===== config.mk =====
export PLATFORM = sky130hd
export DESIGN_NAME = an_encoder_n29
export DESIGN_NICKNAME = d
export VERILOG_FILES = /design/src/rtl/an_encoder_n29.sv
export SDC_FILE = /design/constraint.sdc
export NUM_CORES = 1
export LEC_CHECK = 0
export ABC_CLOCK_PERIOD_IN_PS = 4130
export CAP_MARGIN = 30
export CORE_MARGIN = 2
export CORE_UTILIZATION = 38
export DETAILED_ROUTE_END_ITERATION = 10
export GPL_TIMING_DRIVEN = 0
export PLACE_DENSITY = 0.56
export SYNTH_ARGS = -nofsm -noshare
export SYNTH_HDL_FRONTEND = slang
export SYNTH_SLANG_ARGS = --single-unit

===== constraint.sdc =====
create_clock -name clk -period 4.13 [get_ports clk]
set_clock_uncertainty 0.2 [all_clocks]
set_input_delay 0.413 -clock clk [delete_from_list [all_inputs] [get_ports clk]]
set_output_delay 0.413 -clock clk [all_outputs]
set_load 0.005 [all_outputs]

===== src/rtl/an_encoder_n29.sv =====
// Serial AN-code encoder: out_code = in_msg * A, computed by shift-add over AW cycles.
// Latency: accept at edge t0 -> out_valid high after edge t0+AW; one message in flight.
// Backpressure: in_ready only in IDLE; codeword held in DONE until out_ready, stall unbounded.
// Optional macro AN_ENC_ERR_INJ_EN adds err_inj/err_pos to flip one codeword bit for decoder tests.
module an_encoder_n29 #(
    parameter int A  = 29,
    parameter int AW = 5,
    parameter int MW = 10,
    parameter int CW = 15
) (
    input  logic                   clk,
    input  logic                   rst_n,
    input  logic                   in_valid,
    output logic                   in_ready,
    input  logic [MW-1:0]          in_msg,
    output logic                   out_valid,
    input  logic                   out_ready,
    output logic [CW-1:0]          out_code,
    output logic                   busy
`ifdef AN_ENC_ERR_INJ_EN
    ,
    input  logic                   err_inj,
    input  logic [$clog2(CW)-1:0]  err_pos
`endif
);

    localparam int CNTW = $clog2(AW);
    localparam logic [AW-1:0] A_BITS = AW'(A);
    localparam logic [CNTW-1:0] LAST_STEP = CNTW'(AW - 1);

    typedef enum logic [1:0] {
        S_IDLE = 2'd0,
        S_MUL  = 2'd1,
        S_DONE = 2'd2
    } state_t;

    state_t            state_q;
    logic [MW-1:0]     msg_q;
    logic [CW-1:0]     acc_q;
    logic [CNTW-1:0]   cnt_q;
    logic [CW-1:0]     code_q;
    logic              out_valid_q;
    logic              in_ready_q;
    logic              busy_q;

    logic [CW-1:0]     partial_d;
    logic [CW-1:0]     acc_d;
    logic [CW-1:0]     flip_d;

`ifdef AN_ENC_ERR_INJ_EN
    logic                   err_inj_q;
    logic [$clog2(CW)-1:0]  err_pos_q;
`endif

    // Partial product for the current multiplier bit, next accumulator value and optional error mask
    always_comb begin
        partial_d = '0;
        if (A_BITS[cnt_q]) begin
            partial_d = CW'(msg_q) << cnt_q;
        end
        acc_d  = acc_q + partial_d;
        flip_d = '0;
`ifdef AN_ENC_ERR_INJ_EN
        // Positions beyond the codeword width select no bit at all
        if (err_inj_q && (int'(err_pos_q) < CW)) begin
            flip_d = CW'(1) << err_pos_q;
        end
`endif
    end

    // Control FSM and datapath; all outputs are registered alongside the state
    always_ff @(posedge clk or negedge rst_n) begin
        if (!rst_n) begin
            state_q     <= S_IDLE;
            msg_q       <= '0;
            acc_q       <= '0;
            cnt_q       <= '0;
            code_q      <= '0;
            out_valid_q <= 1'b0;
            in_ready_q  <= 1'b1;
            busy_q      <= 1'b0;
`ifdef AN_ENC_ERR_INJ_EN
            err_inj_q   <= 1'b0;
            err_pos_q   <= '0;
`endif
        end else begin
            case (state_q)
                S_IDLE: begin
                    if (in_valid) begin
                        msg_q      <= in_msg;
                        acc_q      <= '0;
                        cnt_q      <= '0;
                        in_ready_q <= 1'b0;
                        busy_q     <= 1'b1;
                        state_q    <= S_MUL;
`ifdef AN_ENC_ERR_INJ_EN
                        err_inj_q  <= err_inj;
                        err_pos_q  <= err_pos;
`endif
                    end
                end
                S_MUL: begin
                    acc_q <= acc_d;
                    cnt_q <= cnt_q + CNTW'(1);
                    if (cnt_q == LAST_STEP) begin
                        code_q      <= acc_d ^ flip_d;
                        out_valid_q <= 1'b1;
                        state_q     <= S_DONE;
                    end
                end
                S_DONE: begin
                    // code_q is left untouched so the last codeword stays visible after transfer
                    if (out_ready) begin
                        out_valid_q <= 1'b0;
                        busy_q      <= 1'b0;
                        in_ready_q  <= 1'b1;
                        state_q     <= S_IDLE;
                    end
                end
                default: begin
                    state_q     <= S_IDLE;
                    out_valid_q <= 1'b0;
                    in_ready_q  <= 1'b1;
                    busy_q      <= 1'b0;
                end
            endcase
        end
    end

    assign in_ready  = in_ready_q;
    assign out_valid = out_valid_q;
    assign out_code  = code_q;
    assign busy      = busy_q;

endmodule

==> results.ini <==
[synth]
syn-num-nets = 351
syn_inst = 319
ys_ff_latch = 48
yosys_most_used_dff = dfrtp_1
ys_types = 51
synth_area_per_cell_um2 = 9.31
synthArstFlopShare_pct = 100
synth_edf_count = 0
synth.cell_area_um2 = 2970
ys_seq_area_share_pct = 40.5
yosys_warnings = 0

[pwr]
power_density_nw_per_um2 = 980
irDropWorstVdd_v = 0.000247
cellLeakagePower_uw = 0.00159

[worst_setup_path]
critical_path.max_fanout = 10
cp_slowest_cell = dfrtp_1
arrival_ps = 3790
critical-path-max-stage-delay_ps = 510
cp-end-kind = register
setup.worst_path.class = reg2reg
critPathLaunchType = register
cp_data_required_time_ps = 4120
crit_chain = clkbuf_1, clkbuf_1, o21ai_0, nor3_1, ha_1, a21o_1, a21oi_1, a21oi_1, or3_2, a32o_1

[outcome]
run_status = finished, final reports clean

[place]
routabilityCongestion = 0.846
dp.cells = 453
port_buffers = 31
dp_hpwl_um = 5550

[clock_network]
clock-root-buffer = clkbuf_8
cts.sinks = 48
cts_buffers = 5
clock_path_buffers = 2
clk_latency_ps = 300
cts-htree-levels = 2
clkTransAtPathRegs_ps = 100
cts_tree = built

[flow_run]
drv_cap = 0

[final_layout]
multi_input_area_um2 = 1680
finalNonFillerCells = 462
fillCellCount = 785
diodes = 0
drive_gt1_share_pct = 9.17
ff_latch_area_um2 = 1200
syn_to_final_growth_pct = 19.9
final_nets = 391

[route]
routedWlPerCell_um = 15.8
dr.pass1.iters = 4
ant_nets = 0
routed_wl_um = 7290
drt_iter0_drc = 102
drc_errors = 0
vias_per_cell = 5.43
vias = 2510

[timing]
fmax_mhz = 263
relSlewSlack_pct = 44.6
finalSetupViolCount = 0
period_share_pct = 92.0
finalCriticalPeriod_ps = 3800
slew_violations = 0
tns_ps = 0
hold_viol_final = 0
worst_slew_pin_slew_ps = 827
grt_setup_unrepaired = no

[global_routing]
antenna_found_initial = 0
grt_overflow = 0
grt_max_degree = 27
grt_pass1_vias = 2449
grt_pass1_wl_um = 12400
grt_usage_pct = 18.3

[die]
rows = 32
die_h_um = 92.4
initial_core_util_pct = 38.8
design.core.area_um2 = 7650
die_area_um2 = 8540
die_w_um = 92.4
ios = 32

[worst_hold_path]
hp-class = reg2reg

-- sequential cells by signal, indices dropped and copies added, names as in the netlist --
register   count
acc_q         15
cnt_q          3
out_code      15
busy           1
state_q        2
out_valid      1
in_ready       1
msg_q         10
-- worst paths after layout --
kind,start,endpoint,slack [ps],cells past startpoint
max,cnt_q[0],acc_q[9],330,10
min,out_code[6],out_code[6],280,2
max reg2reg,cnt_q[0],acc_q[9],330,10
min reg2reg,out_code[6],out_code[6],280,2
max in group asynchronous,rst_n,in_ready,2720,3
min in group asynchronous,rst_n,acc_q[1],410,2
-- cells by family (layout without fill, tap and decap cells) --
logic type / after synthesis / in the layout / synth area share, %
DFF: 48 / 48 / 40.5
adders and majority gates: 18 / 18 / 7.84
buffers and inverters: 24 / 65 / 3.16
AOI/OAI and AO/OA: 93 / 93 / 21.3
and+or+nand+nor: 108 / 108 / 17.5
xor gates and xnor gates: 7 / 7 / 2.06
muxes: 21 / 21 / 7.63
-- metrics by stage --
| stage | power [µW] | util [%] | hold WS, ps | area, µm² | setup WS, ps |
|---|---|---|---|---|---|
| after floorplan | 2450 | - | -82.6 | 2970 | 762 |
| after global placement | 3070 | 44.6 | 259 | 3410 | 204 |
| after detailed placement | 3110 | 44.7 | 235 | 3420 | 189 |
| after CTS | 3490 | 46.5 | 292 | 3550 | 148 |
| after global routing | 3840 | 46.5 | 329 | 3560 | 62.8 |
| final | 3490 | 46.5 | 281 | 3560 | 330 |
-- layout make-up --
cell class	count	area share, %
plain buffers	15	1.69
repair buffers	33	9.42
inverters	9	0.949
multi-input cells	247	47.2
well taps	102	3.59
flip-flops and latches	48	33.8
clock buffers	6	2.32
clock inverters	2	1.09
-- per-layer routing --
layer  vias up  track usage, %  routed length, µm
met5         -               0                  0
met4         0            5.60                135
met3         9            2.85                304
met2        48            29.4               3360
met1      1202            25.3               3480
li1       1251               -                  -
-- critical path: cells and delay by family, from the launching register on --
family	cells	cell delay, ps
adder cells (fa/ha/maj)	1	340
flip-flops	1	510
buffers and inverters	2	740
AND/OR/NAND/NOR	2	710
AO/OA/AOI/OAI	5	1180
-- power breakdown --
group / switching, µW / leakage [µW] / total, µW / internal, µW
logic: 1300 / 0.000940 / 2260 / 964
registers: 162 / 0.000592 / 861 / 698
clock network: 167 / 0.0000614 / 366 / 198
-- timing repair --
item                                   in CTS  in global routing
endpoints found under the hold margin      22                  0
setup buffers                               0                  0
hold buffers                                1                  0
setup endpoints to repair                   0                  7
gates resized for setup                     0                  2
-- cell usage in the layout (no fill, tap or decap), types with 6 or more instances in the layout --
master	instances
a21o_1	8
a21oi_1	16
clkbuf_1	11
clkbuf_8	6
clkdlybuf4s50_1	30
dfrtp_1	47
ha_1	17
inv_1	9
mux2_2	13
mux2i_1	8
nand2_1	53
nand3_1	9
nor2_1	10
nor2b_1	7
o21ai_0	23
o31ai_1	7
-- synthesized netlist by cell type (3+ instances only) --
cell type	number	area (µm²)
and3_1	3	18.8
nor2b_1	7	43.8
a32o_1	4	40.0
nor3_1	4	20.0
nor2_1	11	41.3
nand4_1	4	25.0
o31ai_1	7	52.6
inv_1	9	33.8
a21oi_1	17	85.1
a21o_1	8	60.1
nand3_1	9	45.0
mux2i_1	8	80.1
o211ai_1	4	30.0
ha_1	17	213
dfrtp_1	47	1180
buf_2	3	15.0
o21ai_0	23	115
o22ai_1	3	18.8
xnor2_1	4	35.0
clkbuf_1	11	41.3
xor2_1	3	26.3
a211o_1	3	26.3
o2111ai_1	3	26.3
mux2_2	13	146
and2_1	4	25.0
nand2_1	53	199
(Power assumes the default switching activity.)
